### config.mk
export PLATFORM = sky130hd
export DESIGN_NAME = stream_max_finder
export DESIGN_NICKNAME = d
export VERILOG_FILES = /design/src/rtl/stream_max_finder.sv
export SDC_FILE = /design/constraint.sdc
export NUM_CORES = 1
export LEC_CHECK = 0
export CORE_ASPECT_RATIO = 0.75
export CORE_MARGIN = 1.5
export CORE_UTILIZATION = 40
export CTS_BUF_LIST = sky130_fd_sc_hd__clkbuf_8
export DETAILED_ROUTE_END_ITERATION = 8
export PLACE_DENSITY = 0.66
export SLEW_MARGIN = 25
export SYNTH_ARGS = -nofsm -noshare
export SYNTH_HDL_FRONTEND = slang
export SYNTH_SLANG_ARGS = --single-unit
### constraint.sdc
create_clock -name clk -period 2.1 [get_ports clk]
set_input_delay 0.315 -clock clk [delete_from_list [all_inputs] [get_ports clk]]
set_output_delay 0.315 -clock clk [all_outputs]
set_load 0.02 [all_outputs]
### src/rtl/stream_max_finder.sv
// Running-maximum tracker over fixed-length frames of unsigned words.
// Reports the frame maximum and its first index with a one-cycle done pulse.

module Comparator #(
  parameter int B = 5
) (
  input  logic [B-1:0] a,
  input  logic [B-1:0] b,
  output logic         gt
);
  assign gt = (a > b);
endmodule

// state | meaning
// IDLE  | waiting for start, last result held on max_val/max_idx
// LOAD  | accepting frame words, tracking the running maximum
// DONE  | single cycle, done pulse, result final
module stream_max_finder #(
  parameter int B  = 5,
  parameter int N  = 8,
  parameter int IW = $clog2(N)
) (
  input  logic          clk,
  input  logic          rst,
  input  logic          start,
  input  logic          in_valid,
  input  logic [B-1:0]  in_data,
  output logic          in_ready,
  output logic [B-1:0]  max_val,
  output logic [IW-1:0] max_idx,
  output logic          done,
  output logic          busy
);

  typedef enum logic [1:0] {
    IDLE = 2'd0,
    LOAD = 2'd1,
    DONE = 2'd2
  } state_t;

  localparam logic [IW-1:0] LAST_IDX = IW'(N - 1);

  state_t        state;
  logic [IW-1:0] count;
  logic          cmp_out;
  logic          accept;

  Comparator #(.B(B)) u_cmp (
    .a  (in_data),
    .b  (max_val),
    .gt (cmp_out)
  );

  assign accept = in_valid & in_ready;

  always_ff @(posedge clk) begin
    if (rst) begin
      state    <= IDLE;
      count    <= '0;
      max_val  <= '0;
      max_idx  <= '0;
      done     <= 1'b0;
      in_ready <= 1'b0;
      busy     <= 1'b0;
    end else begin
      case (state)
        IDLE: begin
          done <= 1'b0;
          if (start) begin
            state    <= LOAD;
            count    <= '0;
            in_ready <= 1'b1;
            busy     <= 1'b1;
          end
        end
        LOAD: begin
          if (accept) begin
            // First word seeds the maximum; strict > keeps the earliest index on ties
            if (count == '0) begin
              max_val <= in_data;
              max_idx <= '0;
            end else if (cmp_out) begin
              max_val <= in_data;
              max_idx <= count;
            end
            if (count == LAST_IDX) begin
              state    <= DONE;
              in_ready <= 1'b0;
              done     <= 1'b1;
            end else begin
              count <= count + 1'b1;
            end
          end
        end
        DONE: begin
          state <= IDLE;
          done  <= 1'b0;
          busy  <= 1'b0;
        end
        default: begin
          state    <= IDLE;
          done     <= 1'b0;
          in_ready <= 1'b0;
          busy     <= 1'b0;
        end
      endcase
    end
  end

endmodule

==> results of run 1 <==
[worst min path at each step]
stage	startpoint	end	slack, ns
floorplan	in_data[2]	max_val[2]	0.47
global placement	busy	busy	0.45
detailed placement	busy	busy	0.47
CTS	busy	busy	0.48
global route	max_idx[1]	max_idx[1]	0.50
finish	busy	busy	0.48
[sequential cells by signal (all words and copies together), names as in the netlist]
name,flops
max_val,5
count,3
max_idx,3
state,2
busy,1
done,1
in_ready,1
[tightest hold or removal path, cell delays in order (launching register included)]
cell and delay [ns]:
dfxtp_1 0.31, inv_1 0.05, a21boi_0 0.07
[cell families (layout without fill, tap and decap cells)]
family / count (synthesis) / in the layout / synth area share
buffers and inverters: 14 / 36 / 0.0698
adder cells (fa/ha/maj): 8 / 8 / 0.116
AO/OA/AOI/OAI: 11 / 11 / 0.103
multiplexers: 8 / 8 / 0.0930
AND/OR/NAND/NOR: 37 / 37 / 0.246
flip-flops: 16 / 16 / 0.372
[through the flow]
| stage | hold slack, ns | cell area [um2] | power, mW | instances | utilization |
|---|---|---|---|---|---|
| after floorplan | 0.470 | 861 | 0.375 | 94 | - |
| after global placement | 0.447 | 1090 | 0.414 | 136 | 0.541 |
| after detailed placement | 0.467 | 1090 | 0.415 | 136 | 0.541 |
| after CTS | 0.475 | 1140 | 0.689 | 140 | 0.568 |
| after global routing | 0.497 | 1140 | 0.711 | 140 | 0.568 |
| final | 0.475 | 1140 | 0.678 | 140 | 0.568 |
[per-layer routing]
layer / vias up / wire length [um]
met5: - / 0
met4: 0 / 9
met3: 2 / 91
met2: 12 / 648
met1: 328 / 844
li1: 363 / -
[layout make-up]
class                   instances  area [um2]
multi-input cells              64         480
fillers                       188         870
inverters                      11        41.3
flip-flops and latches         16         320
clock buffers                   4        55.1
repair buffers                 21         218
well taps                      24        30.0
[report_power, final]
| group | internal [mW] | switching, mW | leakage [nW] |
|---|---|---|---|
| logic | 0.0485 | 0.0402 | 0.297 |
| registers | 0.311 | 0.00798 | 0.130 |
| clock network | 0.166 | 0.104 | 0.0288 |
[cell usage in the layout (no fill, tap or decap), drive strengths merged]
cell	instances
o211a	1
o2111ai	1
clkbuf	4
clkdlybuf4s50	19
nor2	9
nand3	1
a2111oi	1
nand2b	15
o221a	1
dfxtp	16
mux2i	8
inv	11
buf	2
nand2	3
nand3b	2
or2b	1
o32a	1
a21o	1
nand4b	1
nand4	1
and3	2
nor3	2
a22oi	2
ha	8
a21oi	2
a21boi	1
==> results.toml, run 1 <==
[outcome]
status = "finished clean"

[grt]
use_met1 = 0.199
grt_pass1_wl_um = 2890
overflow = 0
grt_use_total = 0.154
grt_pass1_vias = 684
antenna_found_initial = 0
grt_max_degree = 23
grt-busiest-layer = "met2"
use_met3 = 0.0671
use_met2 = 0.235

[clock_tree]
numCtsBuffers = 3
cts.path.max_buffers = 2
hold_buffers = 0
cts_setup_buffers = 0
cts_root_buf = "clkbuf_8"
clk_pin_slew_ns = 0.06
cts_tree = "done"
clock_sinks = 16
cts_max_level = 1
cts_resized = 0
clk_latency_ns = 0.25

[final_layout]
num_antenna_cells = 0
drive_above_1_share = 0.0603
nets = 134
syn_to_final_growth_pct = 33.0

[floorplan]
io_pins = 20
row_count = 14
dieHeight_um = 43.2
die_w_um = 56.6
die_area_um2 = 2440
core_um2 = 2010
initial_core_util = 0.427

[logic_synthesis]
synth.avg_cell_area_um2 = 9.16
synth-edff-count = 0
netlist_top_cells_count = "16 x dfxtp_1, 14 x nand2b_1, 11 x inv_1"
ys_seq_area_frac = 0.372
synth_seq_cells = 16
ys_types = 26
async_flop_share = 0
synth_top_area_share = 0.372
ys_top_cells_by_area = "dfxtp_1 37%, ha_1 12%, nand2b_1 10%"
yosys.area.top_type = "dfxtp_1"
synth_cells = 94
synth_warnings = 0
synth.most_common_cell = "dfxtp_1"
syn-num-nets = 111
synth-main-ff-cell = "dfxtp_1"
syn_area_um2 = 861

[timing]
rsz0062_at_grt = "no"
slew_headroom = 0.609
fmax_mhz = 540
fin_skew_ns = 0.00246
hold_viol_final = 0
fin_crit_sh = 0.882
worstMarginPinSlew_ns = 0.585
final.min_clock_period_ns = 1.85
finalSetupViolCount = 0
setup_tns_ns = 0
layout_setup_ws_ns = 0.247
slew_violations = 0

[min_path]
hp-class = "reg2reg"
hold_depth = 2

[placed_design]
io_buffers = 19
place_congestion = 0.781
place_hpwl_um = 1200
dpl_worst_slack_ns = 0.0183

[critical_path]
crit_type = "in2reg"
cp.depth = 7
cp_max_fo = 3
path_cells = "clkdlybuf4s50_1 > ha_1 > nand4_1 > o2111ai_1 > o221a_1 > buf_4 > mux2i_1"
regToRegSetupSlack_ns = 0.37
endpoint_kind = "register"
critPathTopFamily = "buffers and inverters"
critPathArrivalTime_ns = 2.03
rr_startpoint = "max_val[4]"
r2r_end = "max_val[0]"
ff2ff_path_depth = 7
endpoint = "max_val[0]"
crit_path_top_delay_cell = "clkdlybuf4s50_1"
crit_path_start = "in_data[4]"
required_ns = 2.27
path_buf_inv = 2
cpPeakStageDelay_ns = 0.43
startpoint_type = "input port"

[pwr]
ir_drop_uv = 476
p_leak_nw = 0.455
powerDensity_nw_per_um2 = 593

[routing]
via_per_inst = 5.04
final_antenna_net_count = 0
drt_pass1_iterations = 3
vias = 705
wl_per_cell_um = 11.4
drc = 0
first_iter_violations = 18
wl_um = 1590

[run]
maxCapViolations = 0
Power figures use the tool's default switching activity.
==> run 2: changes to the inputs <==
--- a/config.mk
+++ b/config.mk
@@ -9,6 +9,7 @@
 export CORE_MARGIN = 1.5
 export CORE_UTILIZATION = 40
 export CTS_BUF_LIST = sky130_fd_sc_hd__clkbuf_8
+export CTS_CLUSTER_SIZE = 28
 export DETAILED_ROUTE_END_ITERATION = 8
 export PLACE_DENSITY = 0.66
 export SLEW_MARGIN = 25
==> results of run 2 <==
Final layout, timing and power as in run 1 (identical DEF).
==> run 3: changes to the inputs <==
--- a/config.mk
+++ b/config.mk
@@ -7,11 +7,11 @@
 export LEC_CHECK = 0
 export CORE_ASPECT_RATIO = 0.75
 export CORE_MARGIN = 1.5
-export CORE_UTILIZATION = 40
+export CORE_UTILIZATION = 46
 export CTS_BUF_LIST = sky130_fd_sc_hd__clkbuf_8
 export CTS_CLUSTER_SIZE = 28
 export DETAILED_ROUTE_END_ITERATION = 8
-export PLACE_DENSITY = 0.66
+export PLACE_DENSITY = 0.77
 export SLEW_MARGIN = 25
 export SYNTH_ARGS = -nofsm -noshare
 export SYNTH_HDL_FRONTEND = slang
==> constraint.sdc (replaced) <==
create_clock -name clk -period 1.6 [get_ports clk]
set_input_delay 0.24 -clock clk [delete_from_list [all_inputs] [get_ports clk]]
set_output_delay 0.24 -clock clk [all_outputs]
set_load 0.02 [all_outputs]
==> results.toml, run 3 (synthesized netlist as in run 1, its figures left out) <==
[critical_path]
crit_path_top_delay_cell = "dfxtp_2"
startpoint_type = "register"
cp_max_fo = 3
endpoint_kind = "register"
crit_type = "reg2reg"
critPathArrivalTime_ns = 1.91
required_ns = 1.76
cpPeakStageDelay_ns = 0.33
path_cells = "inv_2 > ha_4 > nand4_1 > o2111ai_2 > o221a_1 > buf_6 > mux2i_1"

[timing]
finalSetupViolCount = 8
fin_skew_ns = 0.00625
final.min_clock_period_ns = 1.75
hold_viol_final = 0
layout_setup_ws_ns = -0.149
slew_headroom = 0.773
fin_crit_sh = 1.09
slew_violations = 0
fmax_mhz = 572
worstMarginPinSlew_ns = 0.338
rsz0062_at_grt = "yes"

[floorplan]
die_w_um = 53.0
row_count = 13
initial_core_util = 0.495
core_um2 = 1740
die_area_um2 = 2140
io_pins = 20
dieHeight_um = 40.5

[pwr]
powerDensity_nw_per_um2 = 724
clockPowerShare = 0.390
p_sw_uw = 214
power.internal_uw = 702
power_frac_seq = 0.459
ir_drop_uv = 526
switching_share = 0.234
p_comb_frac = 0.151
p_leak_nw = 0.530

[grt]
antenna_found_initial = 0
grt_pass1_vias = 707
overflow = 0
grt_pass1_wl_um = 3170
grt_use_total = 0.220
grt_max_degree = 12

[routing]
wl_met3_um = 92
via_per_inst = 5.09
wl_um = 2020
first_iter_violations = 11
wl_per_cell_um = 13.8
drt_pass1_iterations = 4
final_antenna_net_count = 0
top_layer_used = "met4"
vias = 743
m1WireLength_um = 888
dr_wl_met2_um = 993
drc = 0

[clock_tree]
clock_sinks = 16
cts.path.max_buffers = 2
numCtsBuffers = 3
clk_pin_slew_ns = 0.07
clk_latency_ns = 0.25
hold_buffers = 0
cts_tree = "done"
cts_max_level = 1
cts_root_buf = "clkbuf_8"

[final_layout]
largest_reg_flops = 5
nets = 142
largest_registers = "max_val (5), count (3), max_idx (3)"
layoutNonFillerInstCount = 146
num_antenna_cells = 0
layout_common_cells = "14 x nand2b_1, 14 x clkdlybuf4s50_1, 12 x dfxtp_1, 9 x nor2_1, 8 x buf_4"
drive_above_1_share = 0.242
regMostFlops = "max_val"
syn_to_final_growth_pct = 47.1

[outcome]
status = "finished, violations left"
violations = "setup timing"

[min_path]
hp-class = "in2reg"

[placed_design]
place_congestion = 0.800
dp.cells = 138
dpl_worst_slack_ns = -0.466
io_buffers = 19
place_hpwl_um = 1420

[run]
maxCapViolations = 0
==> run 3: per-stage QoR <==
step	hold slack (ns)	util	power, mW	area (um2)	TNS [ns]
global placement	0.446	0.638	0.546	1110	-2.51
floorplan	0.387	-	0.493	866	0
global route	0.446	0.728	0.961	1270	-1.64
finish	0.441	0.728	0.917	1270	-0.700
detailed placement	0.452	0.638	0.550	1110	-3.43
CTS	0.415	0.705	0.925	1230	-0.740
==> run 3: path summary, 6_finish.rpt <==
path	from	end	slack [ns]	cells after the start
max	max_val[4]	max_val[1]	-0.15	7
min	in_data[2]	max_val[2]	0.44	3
max reg2reg	max_val[4]	max_val[1]	-0.15	7
min reg2reg	busy	busy	0.46	2
==> run 3: final cells by class <==
class	instances	area (um2)
well taps	22	27.5
multi-input cells	64	547
flip-flops and latches	16	325
fillers	133	474
inverters	11	41.3
repair buffers	29	270
clock buffers	4	55.1
==> run 3: per-layer routing <==
layer / GRT usage / up-vias
met4: 0.115 / 0
met2: 0.378 / 19
met3: 0.0821 / 6
li1: - / 383
met5: 0 / -
met1: 0.243 / 335
==> run 3: worst max-delay path: cells and delay by family (launching register included) <==
family	cells	cell delay, ns
adders and majority gates	1	0.26
AOI/OAI and AO/OA	2	0.50
buffers and inverters	2	0.19
muxes	1	0.23
and+or+nand+nor	1	0.15
DFF	1	0.33
==> run 3: power groups by stage <==
stage                     Sequential, mW  Clock, mW  Combinational (mW)
final                              0.421      0.358               0.138
after global routing               0.422      0.387               0.151
after CTS                          0.420      0.374               0.131
after detailed placement           0.429          0               0.122
after global placement             0.428          0               0.118
after floorplan                    0.436          0              0.0570
==> run 3: repair_timing <==
action	4_1_cts	5_1_grt
buffers inserted	3	1
endpoints found under the setup margin	8	9
pin swaps	7	3
endpoints found under the hold margin	0	0
gates resized for setup	13	6
==> edit, RTL diff (flow settings as in run 1) <==
Change the parameter `N` from 8 to 16.
--- a/src/rtl/stream_max_finder.sv
+++ b/src/rtl/stream_max_finder.sv
@@ -18,5 +18,5 @@
 module stream_max_finder #(
   parameter int B  = 5,
-  parameter int N  = 8,
+  parameter int N  = 16,
   parameter int IW = $clog2(N)
 ) (
Ports: changed (resized max_idx); port bits go from 20 to 21. No check against the original RTL was run, so the function may have changed too.
==> edit against run 1 <==
- power up 8.2%
- final area up 19%
- synthesized cell count up 19%
- area after synthesis up 14%
- worst setup slack worse by 0.11 ns
- via count up 21%
- sequential cell count up 2
- wire length up 30%
- critical path type is now register to register
==> edit: results (changes against run 1) <==
| Metric | Value |
|---|---|
| NumNets Final | 156 (was 134) |
| Max VDD drop | 0.000385 V (was 0.000476 V) |
| Port-buffer cells | 20 (was 19) |
| Placed Instance Area | 1250 µm² (was 1090 µm²) |
| CTS tree | yes (unchanged) |
| CP delay by family, top | compound AO/OA/AOI/OAI gates (was buffers and inverters) |
| Fill count | 214 (was 188) |
| CP peak stage delay | 0.35 ns (was 0.43 ns) |
| Sequential cell area fraction in the yosys report | 36.8% (was 37.2%) |
| Total number of vias | 850 (was 705) |
| Regs by FF count | max_val x5, count x4, max_idx x4 (was max_val x5, count x3, max_idx x3) |
| Vias in the first global route | 786 (was 684) |
| Syn avg cell area | 8.75 µm² (was 9.16 µm²) |
| Layout cells sized above 1 | 14.4% (was 6.03%) |
| Crit Path Max Fanout | 4 (was 3) |
| Outcome | completed (unchanged) |
| WP data arrival | 2.11 ns (was 2.03 ns) |
| Synth top area cells | dfxtp_1, nand2b_1, ha_1, mux2i_1, a21oi_1 (was dfxtp_1, ha_1, nand2b_1, mux2i_1, inv_1) |
| Asr flop ratio synth | 0% (unchanged) |
| First-pass GRT wire length | 3420 µm (was 2890 µm) |
| GRT Overall Usage | 17.2% (was 15.4%) |
| Placed instance count | 168 (was 136) |
| Drt via density | 4.91 (was 5.04) |
| Pin count of the biggest net entering global routing | 12 (was 23) |
| Hold WC Path Type | input pin to register (was register to register) |
| Top post-synthesis cells by count | dfxtp_1, nand2b_1, inv_1, mux2i_1 (was dfxtp_1, nand2b_1, inv_1, nor2_1) |
| Post-DP HPWL | 1520 µm (was 1200 µm) |
| P_sw | 168 µW (was 152 µW) |
| Crit-path slowest cell | dfxtp_1 (was clkdlybuf4s50_1) |
| CTS buffer count | 3 (unchanged) |
| First-pass DRT Iterations | 4 (was 3) |
| Worst skew pair latency | 0.25 ns (about the same) |
| Final Skew | 0.00385 ns (was 0.00246 ns) |
| Placer Congestion | 0.825 (was 0.781) |
| Dpl ws | -0.301 ns (was 0.0183 ns) |
| Slew Limit Headroom | 65.6% (was 60.9%) |
| Syn Nets | 128 (was 111) |
| Distinct cells, synth | 27 (was 26) |
| Drt wl/cell | 12.0 µm (was 11.4 µm) |
| Clock buffer depth | 2 (unchanged) |
| P_leak | 0.513 nW (was 0.455 nW) |
==> edit: area by class of cell <==
cell class / instances / area (µm²) / share of cell area, %
Multi-Input combinational cell: 80 / 603 / 44.3
Sequential cell: 18 / 360 / 26.5
Timing Repair Buffer: 28 / 265 / 19.5
Clock buffer: 4 / 55.1 / 4.05
Tap cell: 34 / 42.5 / 3.13
Inverter: 9 / 33.8 / 2.48
==> edit: worst paths after layout <==
| check | start | end | slack (ns) | cells after the start |
|---|---|---|---|---|
| setup reg to reg | max_val[4] | max_idx[1] | 0.13 | 7 |
| hold / removal | in_data[3] | max_val[3] | 0.37 | 3 |
| setup / recovery | max_val[4] | max_idx[1] | 0.13 | 7 |
| hold reg to reg | done | done | 0.45 | 2 |
==> edit: logic make-up after synthesis <==
logic type,Yosys count,synth area share (%)
buffers and inverters,14,6.13
AND/OR/NAND/NOR,46,26.9
multiplexers,9,9.71
adder cells (fa/ha/maj),7,8.94
AO/OA/AOI/OAI,18,11.5
flip-flops,18,36.8
==> edit: what timing repair did <==
item / 4_1_cts / 5_1_grt
setup endpoints to repair: 5 / 9
setup buffers: 1 / 0
resized for setup: 4 / 5
pin swaps: 3 / 4
==> edit: power groups by stage <==
stage / Sequential (mW) / Combinational [mW] / Clock, mW
floorplan: 0.368 / 0.0445 / 0
detailed placement: 0.364 / 0.0912 / 0
global route: 0.357 / 0.107 / 0.304
CTS: 0.356 / 0.0950 / 0.289
global placement: 0.363 / 0.0893 / 0
finish: 0.356 / 0.0965 / 0.281
==> edit: routing by layer <==
layer  share of wire (%)  vias to the layer above  global-route usage (%)
met2                  48                       13                    29.1
met1                  47                      394                    21.4
met3                 3.5                        2                    5.40
met5                   0                        -                       0
met4                 1.1                        0                    4.00
li1                    -                      441                       -
